[src/rtl/rob.sv]
// Reorder buffer: circular queue of in-flight instructions that collects
// out-of-order results from the CDB and retires them to commit in program order.
module rob #(
  parameter int DEPTH = 8,
  parameter int XLEN  = 64,
  localparam int IDX_W = $clog2(DEPTH),
  localparam int EXC_W = 6
) (
  input  logic             clk_i,
  input  logic             rst_i,
  input  logic             flush_i,
  input  logic             issue_valid_i,
  output logic             issue_ready_o,
  input  logic [31:0]      issue_instr_i,
  input  logic [XLEN-1:0]  issue_pc_i,
  input  logic [4:0]       issue_rd_idx_i,
  input  logic             issue_res_ready_i,
  input  logic             issue_except_raised_i,
  input  logic [EXC_W-1:0] issue_except_code_i,
  output logic [IDX_W-1:0] issue_tail_idx_o,
  input  logic             cdb_valid_i,
  input  logic [IDX_W-1:0] cdb_idx_i,
  input  logic [XLEN-1:0]  cdb_value_i,
  input  logic             cdb_except_raised_i,
  input  logic [EXC_W-1:0] cdb_except_code_i,
  input  logic [IDX_W-1:0] opq_idx_i,
  output logic             opq_ready_o,
  output logic [XLEN-1:0]  opq_value_o,
  output logic             comm_valid_o,
  input  logic             comm_ready_i,
  output logic [31:0]      comm_instr_o,
  output logic [XLEN-1:0]  comm_pc_o,
  output logic [4:0]       comm_rd_idx_o,
  output logic [XLEN-1:0]  comm_value_o,
  output logic             comm_except_raised_o,
  output logic [EXC_W-1:0] comm_except_code_o,
  output logic [IDX_W-1:0] comm_head_idx_o
);

  localparam logic [IDX_W:0]   CNT_FULL = (IDX_W+1)'(DEPTH);
  localparam logic [IDX_W:0]   CNT_ONE  = (IDX_W+1)'(1);
  localparam logic [IDX_W-1:0] PTR_ONE  = IDX_W'(1);

  logic [DEPTH-1:0] valid_q;
  logic [DEPTH-1:0] rdy_q;
  logic [IDX_W-1:0] head_q;
  logic [IDX_W-1:0] tail_q;
  logic [IDX_W:0]   count_q;

  logic [31:0]      instr_q [DEPTH];
  logic [XLEN-1:0]  pc_q    [DEPTH];
  logic [4:0]       rd_q    [DEPTH];
  logic [XLEN-1:0]  value_q [DEPTH];
  logic             exc_q   [DEPTH];
  logic [EXC_W-1:0] code_q  [DEPTH];

  logic push;
  logic pop;
  logic cdb_wr;

  // Full is judged from the registered count only, so a same-cycle pop never frees a slot.
  assign issue_ready_o    = (count_q != CNT_FULL);
  assign issue_tail_idx_o = tail_q;
  assign push             = issue_valid_i & issue_ready_o;
  assign comm_valid_o     = valid_q[head_q] & rdy_q[head_q];
  assign pop              = comm_valid_o & comm_ready_i;
  assign cdb_wr           = cdb_valid_i & valid_q[cdb_idx_i];

  assign comm_instr_o         = instr_q[head_q];
  assign comm_pc_o            = pc_q[head_q];
  assign comm_rd_idx_o        = rd_q[head_q];
  assign comm_value_o         = value_q[head_q];
  assign comm_except_raised_o = exc_q[head_q];
  assign comm_except_code_o   = code_q[head_q];
  assign comm_head_idx_o      = head_q;

  assign opq_ready_o = valid_q[opq_idx_i] & rdy_q[opq_idx_i];
  assign opq_value_o = value_q[opq_idx_i];

  // Control state: occupancy flags and queue pointers
  always_ff @(posedge clk_i) begin
    if (rst_i || flush_i) begin
      valid_q <= '0;
      rdy_q   <= '0;
      head_q  <= '0;
      tail_q  <= '0;
      count_q <= '0;
    end else begin
      if (cdb_wr) rdy_q[cdb_idx_i] <= 1'b1;
      if (pop) begin
        valid_q[head_q] <= 1'b0;
        head_q          <= head_q + PTR_ONE;
      end
      // Push is ordered after CDB so its fields win on an index collision.
      if (push) begin
        valid_q[tail_q] <= 1'b1;
        rdy_q[tail_q]   <= issue_res_ready_i | issue_except_raised_i;
        tail_q          <= tail_q + PTR_ONE;
      end
      case ({push, pop})
        2'b10:   count_q <= count_q + CNT_ONE;
        2'b01:   count_q <= count_q - CNT_ONE;
        default: count_q <= count_q;
      endcase
    end
  end

  // Payload storage: never reset, qualified by valid_q
  always_ff @(posedge clk_i) begin
    if (cdb_wr) begin
      value_q[cdb_idx_i] <= cdb_value_i;
      exc_q[cdb_idx_i]   <= cdb_except_raised_i;
      code_q[cdb_idx_i]  <= cdb_except_code_i;
    end
    if (push) begin
      instr_q[tail_q] <= issue_instr_i;
      pc_q[tail_q]    <= issue_pc_i;
      rd_q[tail_q]    <= issue_rd_idx_i;
      value_q[tail_q] <= '0;
      exc_q[tail_q]   <= issue_except_raised_i;
      code_q[tail_q]  <= issue_except_code_i;
    end
  end

endmodule

[config.mk]
export PLATFORM = sky130hd
export DESIGN_NAME = rob
export DESIGN_NICKNAME = d
export VERILOG_FILES = /design/src/rtl/rob.sv
export SDC_FILE = /design/constraint.sdc
export NUM_CORES = 2
export LEC_CHECK = 0
export ABC_AREA = 1
export BUFFER_PORTS_ARGS = -buffer_cell sky130_fd_sc_hd__buf_4
export CAP_MARGIN = 30
export CORE_MARGIN = 2
export CORE_UTILIZATION = 35
export DETAILED_ROUTE_END_ITERATION = 16
export GPL_TIMING_DRIVEN = 0
export HOLD_SLACK_MARGIN = 0.03
export REMOVE_ABC_BUFFERS = 1
export SETUP_SLACK_MARGIN = 0.05
export SYNTH_ARGS = -nofsm -noshare
export SYNTH_HDL_FRONTEND = slang
export SYNTH_SLANG_ARGS = --single-unit
[constraint.sdc]
create_clock -name clk_i -period 10.7 [get_ports clk_i]
set_clock_uncertainty 0.2 [all_clocks]
set_input_delay 0.535 -clock clk_i [delete_from_list [all_inputs] [get_ports clk_i]]
set_output_delay 0.535 -clock clk_i [all_outputs]
set_load 0.01 [all_outputs]
==> impl_metrics.yaml <==
floorplanning:
  dieArea_um2: 185700
  rows: 156
  die_h_um: 431.0
  dieWidth_um: 431.0
  start_util_pct: 35.27
  io_pins: 437
  core_um2: 180900
pwr:
  power_mw: 12.63
  ir_drop_v: 0.0001513
  power_density_nw_per_um2: 162.8
  p_leak_nw: 33.80
grt:
  grt_pass1_wl_mm: 301.1
  grtUsageTotal_pct: 20.89
  grt_pass1_vias: 49800
  grt_max_degree: 155
  grt-ovfl-total: 0
  grt_antenna_before_repair: 16
place:
  port_buffers: 436
  hpwl_mm: 113.7
  pre_cts_slack_ps: 6126
  dp.cells: 9989
  gp_congestion: 0.8128
routing:
  routed_wl_mm: 200.0
  route.vias.total: 53432
  drt_iter0_drc: 4463
  wl_per_cell_um: 19.08
  ant_nets: 0
  drt-vias-per-instance: 5.099
  drc: 0
  first_pass_iters: 6
timing:
  hold_viol: 0
  post-route-period-util_pct: 45.96
  setup_viol: 0
  worst_slew_pin_slew_ps: 973.9
  grt_setup_unrepaired: "false"
  finalCriticalPeriod_ps: 4917
  fin_ws_ps: 5783
  slew_headroom_pct: 34.72
  timing.fmax_mhz: 203.4
  slew_viol_final: 0
critical_path:
  required_ps: 9970
  critPathCaptureType: "output pin"
  start_kind: "flip-flop"
  critical_path_class: "reg -> out"
  path_max_fanout: 108
  cp.arrival_ps: 4180
clocking:
  cts_tree: "done"
  path_clk_slew_ps: 60
  ctsRootBufferMaster: "clkbuf_16"
  clk_latency_ps: 820
  cts_sinks: 1405
  cts_max_path_buffers: 3
  htree_levels: 4
  postCtsSetupBuffers: 0
  numCtsBuffers: 159
  post_cts_resized: 0
yosys:
  synth_edf_count: 864
  synth_xor_area_share_pct: 0.05490
  syn_avg_cell_area_um2: 8.317
  synthMuxAreaShare_pct: 0
  syn_inst: 7672
  synth-compound-area-share_pct: 15.32
  synth-main-ff-cell: "edfxtp_1"
  yosysWarnings: 0
  synth-async-reset-ratio_pct: 0
  synthesis.area_um2: 63810
  synth_top_family_by_area: "simple AND/OR/NAND/NOR gates"
  synthSimpleGateAreaFrac_pct: 19.42
  synth_area_leaders: "edfxtp_1, dfxtp_1, nor2_1"
  yosys.area.top_type_share_pct: 40.66
  synth-seq-area-share_pct: 57.63
  synth-adder-area-share_pct: 0.09804
  yosys.area.top_type: "edfxtp_1"
  postSynthRegisterBits: 1405
  synth.distinct_cells: 27
layout:
  final_common_cell: "nor2_1"
  drive_gt1_share_pct: 10.42
  layout_common_cells: "nor2_1, nand2_1, o21ai_0"
  area_growth_pct: 21.62
  utilization_pct: 42.89
  layoutNonFillerInstCount: 10478
  multi_input_area_um2: 22410
  fillers: 17325
  seq_area_um2: 36780
  nets: 8166
hold_path:
  holdCritPathClass: "in -> reg"
job:
  maxCapViolations: 0
status:
  status: "completed"
==> cell families (layout without fill, tap and decap cells) <==
| logic type | after synthesis | after routing |
|---|---|---|
| xor+xnor | 4 | 4 |
| flops | 1405 | 1405 |
| buf+inv | 1215 | 1642 |
| fa+ha+maj | 5 | 5 |
| simple gates | 3275 | 3275 |
| other cells | 0 | 9 |
| compound gates | 1768 | 1768 |
==> cells in the mapped netlist, types with 3 or more instances <==
cell type / number
o311ai_0: 4
dfxtp_1: 541
nand3_1: 46
o21ai_0: 885
a21oi_1: 407
clkbuf_1: 419
a221oi_1: 128
o22ai_1: 108
buf_2: 135
xor2_1: 3
buf_1: 37
inv_2: 8
inv_1: 583
nor3_2: 3
a31oi_1: 236
ha_1: 5
edfxtp_1: 864
nor3_1: 12
clkbuf_2: 31
nand2_1: 1414
nor2_1: 1797
==> report_power, final <==
group	switching, mW	internal (mW)	total [mW]
Combinational	0.684	0.434	1.12
Clock	2.31	3.10	5.41
Sequential	0.0919	6.01	6.11
==> critical path: stages (launching register included) <==
cell and delay (ps):
dfxtp_4 470, buf_16 250, inv_8 460, buf_16 470
buf_16 380, a221oi_1 200, a31oi_1 510, buf_4 230
==> worst paths after layout <==
path,startpoint,end,slack [ps],cells after the start
min,issue_except_raised_i,exc_q[5]$_DFFE_PP_,140,3
max reg2reg,count_q[1]$_SDFFE_PP0P_,code_q[0][2]$_DFFE_PP_,6670,11
min reg2reg,valid_q[3]$_SDFF_PP0_,valid_q[3]$_SDFF_PP0_,310,2
max,flip-flop,comm_value_o[4],5780,7
==> layer usage <==
layer  vias to the layer above  track usage (%)  routed length (um)
li1                      25990                -                   -
met1                     25169            26.93               85080
met2                      1877            34.67               94260
met3                       384            4.351               14290
met4                        12            7.391                6255
met5                         -                0                  71
==> flip-flops by register name (all words and copies together) (netlist names), named ones only <==
name and flops:
instr_q 256, count_q 4, comm_head_idx_o 3, issue_tail_idx_o 3, pc_q 512, rd_q 40
valid_q 8, exc_q 8, code_q 48, value_q 512, rdy_q 8
==> area by class of cell <==
| class | instances | area share, % |
|---|---|---|
| well taps | 2370 | 3.821 |
| clock inverters | 84 | 1.067 |
| repair buffers | 759 | 10.27 |
| flip-flops and latches | 1405 | 47.39 |
| clock buffers | 207 | 5.589 |
| inverters | 592 | 2.954 |
| multi-input cells | 5052 | 28.88 |
| diodes | 9 | 0.02902 |
==> timing repair <==
item,4_1_cts,5_1_grt
hold buffers,189,0
setup endpoints to repair,0,0
endpoints found under the hold margin,1398,0
==> through the flow <==
step	TNS, ps	hold slack [ps]	cell area (um^2)
floorplan	-5103670	265.9	61260
global placement	-	288.2	67500
detailed placement	0	298.8	70530
CTS	0	34.71	77590
global route	0	126.9	77610
finish	0	135.7	77610
Note: power is estimated with default switching activity, not from simulation.
